$ cat config.mk
export PLATFORM = sky130hd
export DESIGN_NAME = seg_display_scanner
export DESIGN_NICKNAME = d
export VERILOG_FILES = /design/src/rtl/seg_display_scanner.sv
export SDC_FILE = /design/constraint.sdc
export NUM_CORES = 1
export LEC_CHECK = 0
export BUFFER_PORTS_ARGS = -buffer_cell sky130_fd_sc_hd__buf_2
export CORE_MARGIN = 2
export CORE_UTILIZATION = 50
export DETAILED_ROUTE_END_ITERATION = 8
export PLACE_DENSITY = 0.77
export SYNTH_ARGS = -nofsm -noshare
export SYNTH_HDL_FRONTEND = slang
export SYNTH_SLANG_ARGS = --single-unit
$ cat constraint.sdc
create_clock -name clk -period 6.7 [get_ports clk]
set_input_delay 2.01 -clock clk [delete_from_list [all_inputs] [get_ports clk]]
set_output_delay 2.01 -clock clk [all_outputs]
set_load 0.01 [all_outputs]
$ cat src/rtl/seg_display_scanner.sv
// Six-digit multiplexed seven-segment scanner with a sequential double-dabble
// binary-to-BCD converter. One of three 16-bit words is converted every 18
// cycles and shown with leading-zero blanking and an optional minus sign.
module seg_display_scanner #(
    parameter int unsigned REFRESH_DIV = 25000,
    parameter bit          SIGNED_MODE = 1'b1
) (
    input  logic        clk,
    input  logic        reset,
    input  logic [15:0] num1,
    input  logic [15:0] num2,
    input  logic [15:0] result,
    input  logic [1:0]  sel,
    output logic [5:0]  an,
    output logic [6:0]  seg,
    output logic        dp,
    output logic        conv_done
);

    localparam int unsigned      PRE_W   = (REFRESH_DIV > 1) ? $clog2(REFRESH_DIV) : 1;
    localparam logic [PRE_W-1:0] PRE_MAX = PRE_W'(REFRESH_DIV - 1);

    typedef enum logic [1:0] {StCapture, StShift, StUpdate} state_t;

    state_t           r_state;
    state_t           w_state_next;
    logic [3:0]       r_cnt;
    logic [15:0]      r_mag;
    logic             r_neg;
    logic [19:0]      r_bcd;
    logic [19:0]      r_disp_bcd;
    logic             r_disp_neg;
    logic             r_disp_valid;
    logic             r_conv_done;
    logic [PRE_W-1:0] r_pre;
    logic [2:0]       r_idx;
    logic [5:0]       r_an;
    logic [6:0]       r_seg;

    logic [15:0]      w_word;
    logic             w_is_neg;
    logic [15:0]      w_mag;
    logic [19:0]      w_bcd_adj;
    logic [2:0]       w_msd;
    logic [3:0]       w_digit;
    logic [6:0]       w_seg_next;

    function automatic logic [6:0] f_seg(input logic [3:0] d);
        case (d)
            4'd0:    f_seg = 7'b1000000;
            4'd1:    f_seg = 7'b1111001;
            4'd2:    f_seg = 7'b0100100;
            4'd3:    f_seg = 7'b0110000;
            4'd4:    f_seg = 7'b0011001;
            4'd5:    f_seg = 7'b0010010;
            4'd6:    f_seg = 7'b0000010;
            4'd7:    f_seg = 7'b1111000;
            4'd8:    f_seg = 7'b0000000;
            4'd9:    f_seg = 7'b0010000;
            default: f_seg = 7'h7F;
        endcase
    endfunction

    // Source select and sign/magnitude split of the word to be captured
    always_comb begin
        case (sel)
            2'd0:    w_word = num1;
            2'd1:    w_word = num2;
            default: w_word = result;
        endcase
        w_is_neg = SIGNED_MODE && w_word[15];
        // Negating 16'h8000 yields 16'h8000, which read unsigned is exactly 32768
        w_mag    = w_is_neg ? (~w_word + 16'd1) : w_word;
    end

    // Double-dabble correction: add 3 to every BCD nibble of 5 or more
    always_comb begin
        w_bcd_adj = r_bcd;
        for (int i = 0; i < 5; i++) begin
            if (r_bcd[4*i +: 4] >= 4'd5) begin
                w_bcd_adj[4*i +: 4] = r_bcd[4*i +: 4] + 4'd3;
            end
        end
    end

    // Converter FSM state register
    always_ff @(posedge clk or posedge reset) begin
        if (reset) begin
            r_state <= StCapture;
        end else begin
            r_state <= w_state_next;
        end
    end

    // Converter FSM next state: CAPTURE -> 16 x SHIFT -> UPDATE, free running
    always_comb begin
        w_state_next = r_state;
        unique case (r_state)
            StCapture: w_state_next = StShift;
            StShift:   if (r_cnt == 4'd15) w_state_next = StUpdate;
            StUpdate:  w_state_next = StCapture;
            default:   w_state_next = StCapture;
        endcase
    end

    // Converter datapath and display registers
    always_ff @(posedge clk or posedge reset) begin
        if (reset) begin
            r_cnt        <= 4'd0;
            r_mag        <= 16'd0;
            r_neg        <= 1'b0;
            r_bcd        <= 20'd0;
            r_disp_bcd   <= 20'd0;
            r_disp_neg   <= 1'b0;
            r_disp_valid <= 1'b0;
            r_conv_done  <= 1'b0;
        end else begin
            r_conv_done <= 1'b0;
            case (r_state)
                StCapture: begin
                    r_mag <= w_mag;
                    r_neg <= w_is_neg;
                    r_bcd <= 20'd0;
                    r_cnt <= 4'd0;
                end
                StShift: begin
                    r_bcd <= (w_bcd_adj << 1) | {19'd0, r_mag[15]};
                    r_mag <= r_mag << 1;
                    r_cnt <= r_cnt + 4'd1;
                end
                StUpdate: begin
                    r_disp_bcd   <= r_bcd;
                    r_disp_neg   <= r_neg;
                    r_disp_valid <= 1'b1;
                    r_conv_done  <= 1'b1;
                end
                default: ;
            endcase
        end
    end

    // Refresh prescaler and digit index
    always_ff @(posedge clk or posedge reset) begin
        if (reset) begin
            r_pre <= '0;
            r_idx <= 3'd0;
        end else if (r_pre == PRE_MAX) begin
            r_pre <= '0;
            r_idx <= (r_idx == 3'd5) ? 3'd0 : r_idx + 3'd1;
        end else begin
            r_pre <= r_pre + PRE_W'(1);
        end
    end

    // Segment pattern for the current slot, with leading-zero blanking
    always_comb begin
        w_msd = 3'd0;
        for (int i = 1; i < 5; i++) begin
            if (r_disp_bcd[4*i +: 4] != 4'd0) w_msd = 3'(i);
        end
        case (r_idx)
            3'd0:    w_digit = r_disp_bcd[3:0];
            3'd1:    w_digit = r_disp_bcd[7:4];
            3'd2:    w_digit = r_disp_bcd[11:8];
            3'd3:    w_digit = r_disp_bcd[15:12];
            3'd4:    w_digit = r_disp_bcd[19:16];
            default: w_digit = 4'd0;
        endcase
        w_seg_next = 7'h7F;
        if (r_idx == 3'd5) begin
            if (r_disp_valid && r_disp_neg) w_seg_next = 7'b0111111;
        end else if (r_disp_valid && (r_idx <= w_msd)) begin
            w_seg_next = f_seg(w_digit);
        end
    end

    // Registered anode and segment drive, fed only from the display registers
    always_ff @(posedge clk or posedge reset) begin
        if (reset) begin
            r_an  <= 6'b111111;
            r_seg <= 7'h7F;
        end else begin
            r_an  <= ~(6'd1 << r_idx);
            r_seg <= w_seg_next;
        end
    end

    assign an        = r_an;
    assign seg       = r_seg;
    assign dp        = 1'b1;
    assign conv_done = r_conv_done;

endmodule

==> flow_metrics.py <==
metrics = {
    "yosys": {
        "synth.distinct_cells": 58,
        "post-synth-top-area-cell": "sky130_fd_sc_hd__dfrtp_1",
        "syn-cell-area_um2": 5470,
        "number_of_enable_flip_flop_cells_after_synthesis": 0,
        "synth_top_flop_cell": "sky130_fd_sc_hd__dfrtp_1",
        "yosysWarnings": 0,
        "synth_common_cells": "sky130_fd_sc_hd__dfrtp_1 (84), sky130_fd_sc_hd__nand2_1 (78), sky130_fd_sc_hd__o21ai_0 (53)",
        "cells_taking_the_most_area_after_synthesis": "sky130_fd_sc_hd__dfrtp_1 (38%), sky130_fd_sc_hd__dfstp_2 (6.2%), sky130_fd_sc_hd__mux2_2 (5.6%)",
        "async_reset_ff_share_pct": 100,
        "yosysMostFrequentCell": "sky130_fd_sc_hd__dfrtp_1",
        "gate_count_post_synth": 562,
        "portion_of_synthesized_cell_area_occupied_by_the_leading_cell_type_pct": 38.4,
        "synth-seq-cells": 97,
        "syn_nets": 636,
        "yosysSeqAreaShare_pct": 44.7,
        "average_instance_area_after_synthesis_um2": 9.73,
    },
    "floorplan": {
        "die_width_um": 109,
        "initial_core_utilization_pct": 50.9,
        "boundaryPins": 67,
        "coreArea_um2": 10700,
        "die_span_y_um": 109,
        "placement_rows": 38,
        "fp.dieArea_um2": 11800,
    },
    "clocking": {
        "cts_root_buf": "sky130_fd_sc_hd__clkbuf_8",
        "hold_buffers": 0,
        "post_cts.repair.setup_buffers": 0,
        "worstSkewPairLatency_ns": 0.37,
        "post_cts.resized_instances": 0,
        "tritoncts": "yes",
        "htree_depth": 3,
        "cts_buffers": 9,
        "clkTransAtPathRegs_ns": 0.09,
        "clkSinkCount": 97,
        "cts-root-to-sink-buffers": 2,
    },
    "layout": {
        "n_antenna_cell": 0,
        "finalNonFillerCells": 762,
        "area_growth_syn_to_layout_pct": 11.2,
        "filler_cell_count": 923,
        "layout.nets": 691,
        "layout-drive-gt1-share_pct": 23.2,
    },
    "detailed_routing": {
        "firstDrtPassIters": 5,
        "finalWirelength_mm": 11.2,
        "initialDrtViolationCount": 268,
        "drt-vias-per-instance": 5.53,
        "post_drt_wl_per_cell_um": 14.7,
        "total_via_count_in_the_routed_design": 4216,
        "route.detailed.drc": 0,
        "drtAntennaViolNets": 0,
    },
    "timing": {
        "rsz0062_at_grt": "no",
        "max_clock_freq_ghz": 0.251,
        "final_period_minus_worst_setup_slack_ns": 3.99,
        "worst_clock_skew_ns": 0.0116,
        "final_number_of_setup_violating_endpoints": 0,
        "fin_setup_tns_ns": 0,
        "final_hold_viol_count": 0,
        "layout_worst_path_cycle_share_pct": 59.5,
        "maxSlewHeadroom_pct": 30.7,
        "timing_max_transition_violations_final": 0,
        "timing_worst_slew_pin_value_ns": 1.04,
    },
    "global_routing": {
        "global_route.usage.total_pct": 20.6,
        "grt-ovfl-total": 0,
        "grt_pass1_wl_mm": 19.3,
        "antenna_found_initial": 0,
        "grt_max_degree": 63,
        "via_count_of_the_first_global_routing_pass": 4338,
    },
    "critical_path": {
        "critical_path.endpoint_type": "flop",
        "critical_path.max_fanout": 16,
        "cells_along_the_critical_path": "buf_2, mux2_2, mux2i_1, nand4_4, nor3_1, mux2_2, a221o_1",
        "r2r_slack_ns": 3.90,
        "worst_setup_path_start_kind": "input port",
        "r2r_start": "r_idx[1]",
        "critical_path.most_common_cell": "sky130_fd_sc_hd__mux2_2",
        "worstPathArrival_ns": 4.26,
        "r2r.worst_path.cells": 8,
        "cpMaxStageDelayCell": "sky130_fd_sc_hd__mux2_2",
        "rr_endpoint": "seg[5]",
        "worst_setup_path_type": "in -> reg",
        "cp_slowest_stage_delay_ns": 0.38,
        "worst-endpoint-required_ns": 6.97,
    },
    "power_and_ir_drop": {
        "p_per_area_nw_per_um2": 263,
        "vdd_drop_max_uv": 179,
        "leakage_power_nw": 2.77,
    },
    "hold_path": {
        "hold_path.startpoint": "r_disp_neg",
        "hold_crit_endpoint": "seg[6]",
        "min_path_cells": 1,
        "hold_path_class": "reg -> reg",
    },
    "placement": {
        "final_weighted_congestion_in_routability_driven_placement": 0.862,
        "place_inst": 746,
        "port_buffers": 65,
        "detailedPlacementHpwl_mm": 8.09,
    },
    "outcome": {
        "status": "finished, final reports clean",
    },
    "flow_run": {
        "max-cap-violations": 0,
    },
}
[state kept, by name (all words and copies together), names as in the netlist]
register,cells
r_idx,3
conv_done,1
r_state,2
r_disp_valid,1
r_mag,16
an,6
r_disp_bcd,20
r_disp_neg,1
seg,7
r_bcd,20
r_pre,15
r_neg,1
r_cnt,4
[worst max-delay path, delay by kind of cell]
| kind | cells | cell delay, ns |
|---|---|---|
| compound gates | 1 | 0.31 |
| buf+inv | 1 | 0.33 |
| mux | 3 | 1.08 |
| simple gates | 2 | 0.52 |
[cell usage in the layout, fill, tap and decap left out, types with 3 or more instances in the layout]
cell / instances
sky130_fd_sc_hd__mux2_4: 3
sky130_fd_sc_hd__nand2b_1: 11
sky130_fd_sc_hd__nor2b_1: 3
sky130_fd_sc_hd__mux2_2: 27
sky130_fd_sc_hd__o21ai_0: 53
sky130_fd_sc_hd__mux2i_1: 22
sky130_fd_sc_hd__a21oi_1: 22
sky130_fd_sc_hd__nor3b_1: 8
sky130_fd_sc_hd__xor2_1: 10
sky130_fd_sc_hd__nand2_1: 78
sky130_fd_sc_hd__nor2_1: 37
sky130_fd_sc_hd__inv_1: 22
sky130_fd_sc_hd__dfstp_2: 13
sky130_fd_sc_hd__nand3_1: 21
sky130_fd_sc_hd__nor3_1: 7
sky130_fd_sc_hd__a31oi_1: 3
sky130_fd_sc_hd__a22o_1: 5
sky130_fd_sc_hd__mux2i_2: 4
sky130_fd_sc_hd__clkbuf_8: 12
sky130_fd_sc_hd__buf_2: 65
sky130_fd_sc_hd__clkinv_2: 3
sky130_fd_sc_hd__xnor2_1: 19
sky130_fd_sc_hd__o21a_1: 4
sky130_fd_sc_hd__dfrtp_1: 84
sky130_fd_sc_hd__buf_4: 7
sky130_fd_sc_hd__o31ai_1: 6
sky130_fd_sc_hd__ha_1: 22
sky130_fd_sc_hd__nor4_1: 6
sky130_fd_sc_hd__o221ai_1: 5
[per-stage QoR]
| step | total power [mW] | utilization [%] | setup WS [ns] | hold slack (ns) | cell area [um^2] |
|---|---|---|---|---|---|
| final | 1.60 | 56.6 | 2.71 | 0.470 | 6080 |
| after global placement | 1.21 | 54.8 | 2.44 | 0.450 | 5890 |
| after CTS | 1.61 | 56.6 | 2.74 | 0.465 | 6080 |
| after detailed placement | 1.24 | 54.8 | 2.34 | 0.454 | 5890 |
| after floorplan | 1.11 | - | 2.18 | 0.410 | 5470 |
| after global routing | 1.71 | 56.6 | 2.56 | 0.501 | 6080 |
[per-layer routing]
layer,GRT usage [%],routed length [um],vias to the layer above
met5,0,0,-
met4,10.6,250,0
met3,3.38,324,20
met2,35.1,5680,63
met1,24.9,4910,2062
li1,-,-,2071
[report_power, final]
group	total (mW)	switching (mW)	internal (mW)
Clock	0.371	0.206	0.165
Combinational	0.467	0.255	0.212
Sequential	0.764	0.0698	0.694
Total	1.60	0.530	1.07
[logic make-up (layout without fill, tap and decap cells)]
group | after synthesis | count (layout) | share of synthesized area [%]
xor+xnor | 29 | 29 | 4.64
mux | 58 | 58 | 12.0
flops | 97 | 97 | 44.7
other cells | 1 | 1 | 0.0686
simple gates | 187 | 187 | 16.5
buf+inv | 51 | 111 | 4.00
compound gates | 117 | 117 | 13.0
fa+ha+maj | 22 | 22 | 5.03
[worst max path at each step]
stage	from	end	slack, ns	cells past startpoint
final	sel[0]	r_mag[12]	2.71	7
after global routing	sel[0]	r_mag[13]	2.56	7
after CTS	sel[0]	r_mag[12]	2.74	7
after detailed placement	sel[0]	r_mag[12]	2.34	7
after global placement	sel[0]	r_mag[12]	2.44	7
after floorplan	reset	conv_done	2.18	1
[area by class of cell]
cell class              count  area [um^2]  area share (%)
multi-input cells         414         2810            46.1
flip-flops and latches     97         2440            40.2
repair buffers             72          378            6.21
well taps                 140          175            2.88
clock buffers              12          165            2.72
inverters                  23         87.6            1.44
clock inverters             4         26.3           0.432
Note: power is estimated with default switching activity, not from simulation.
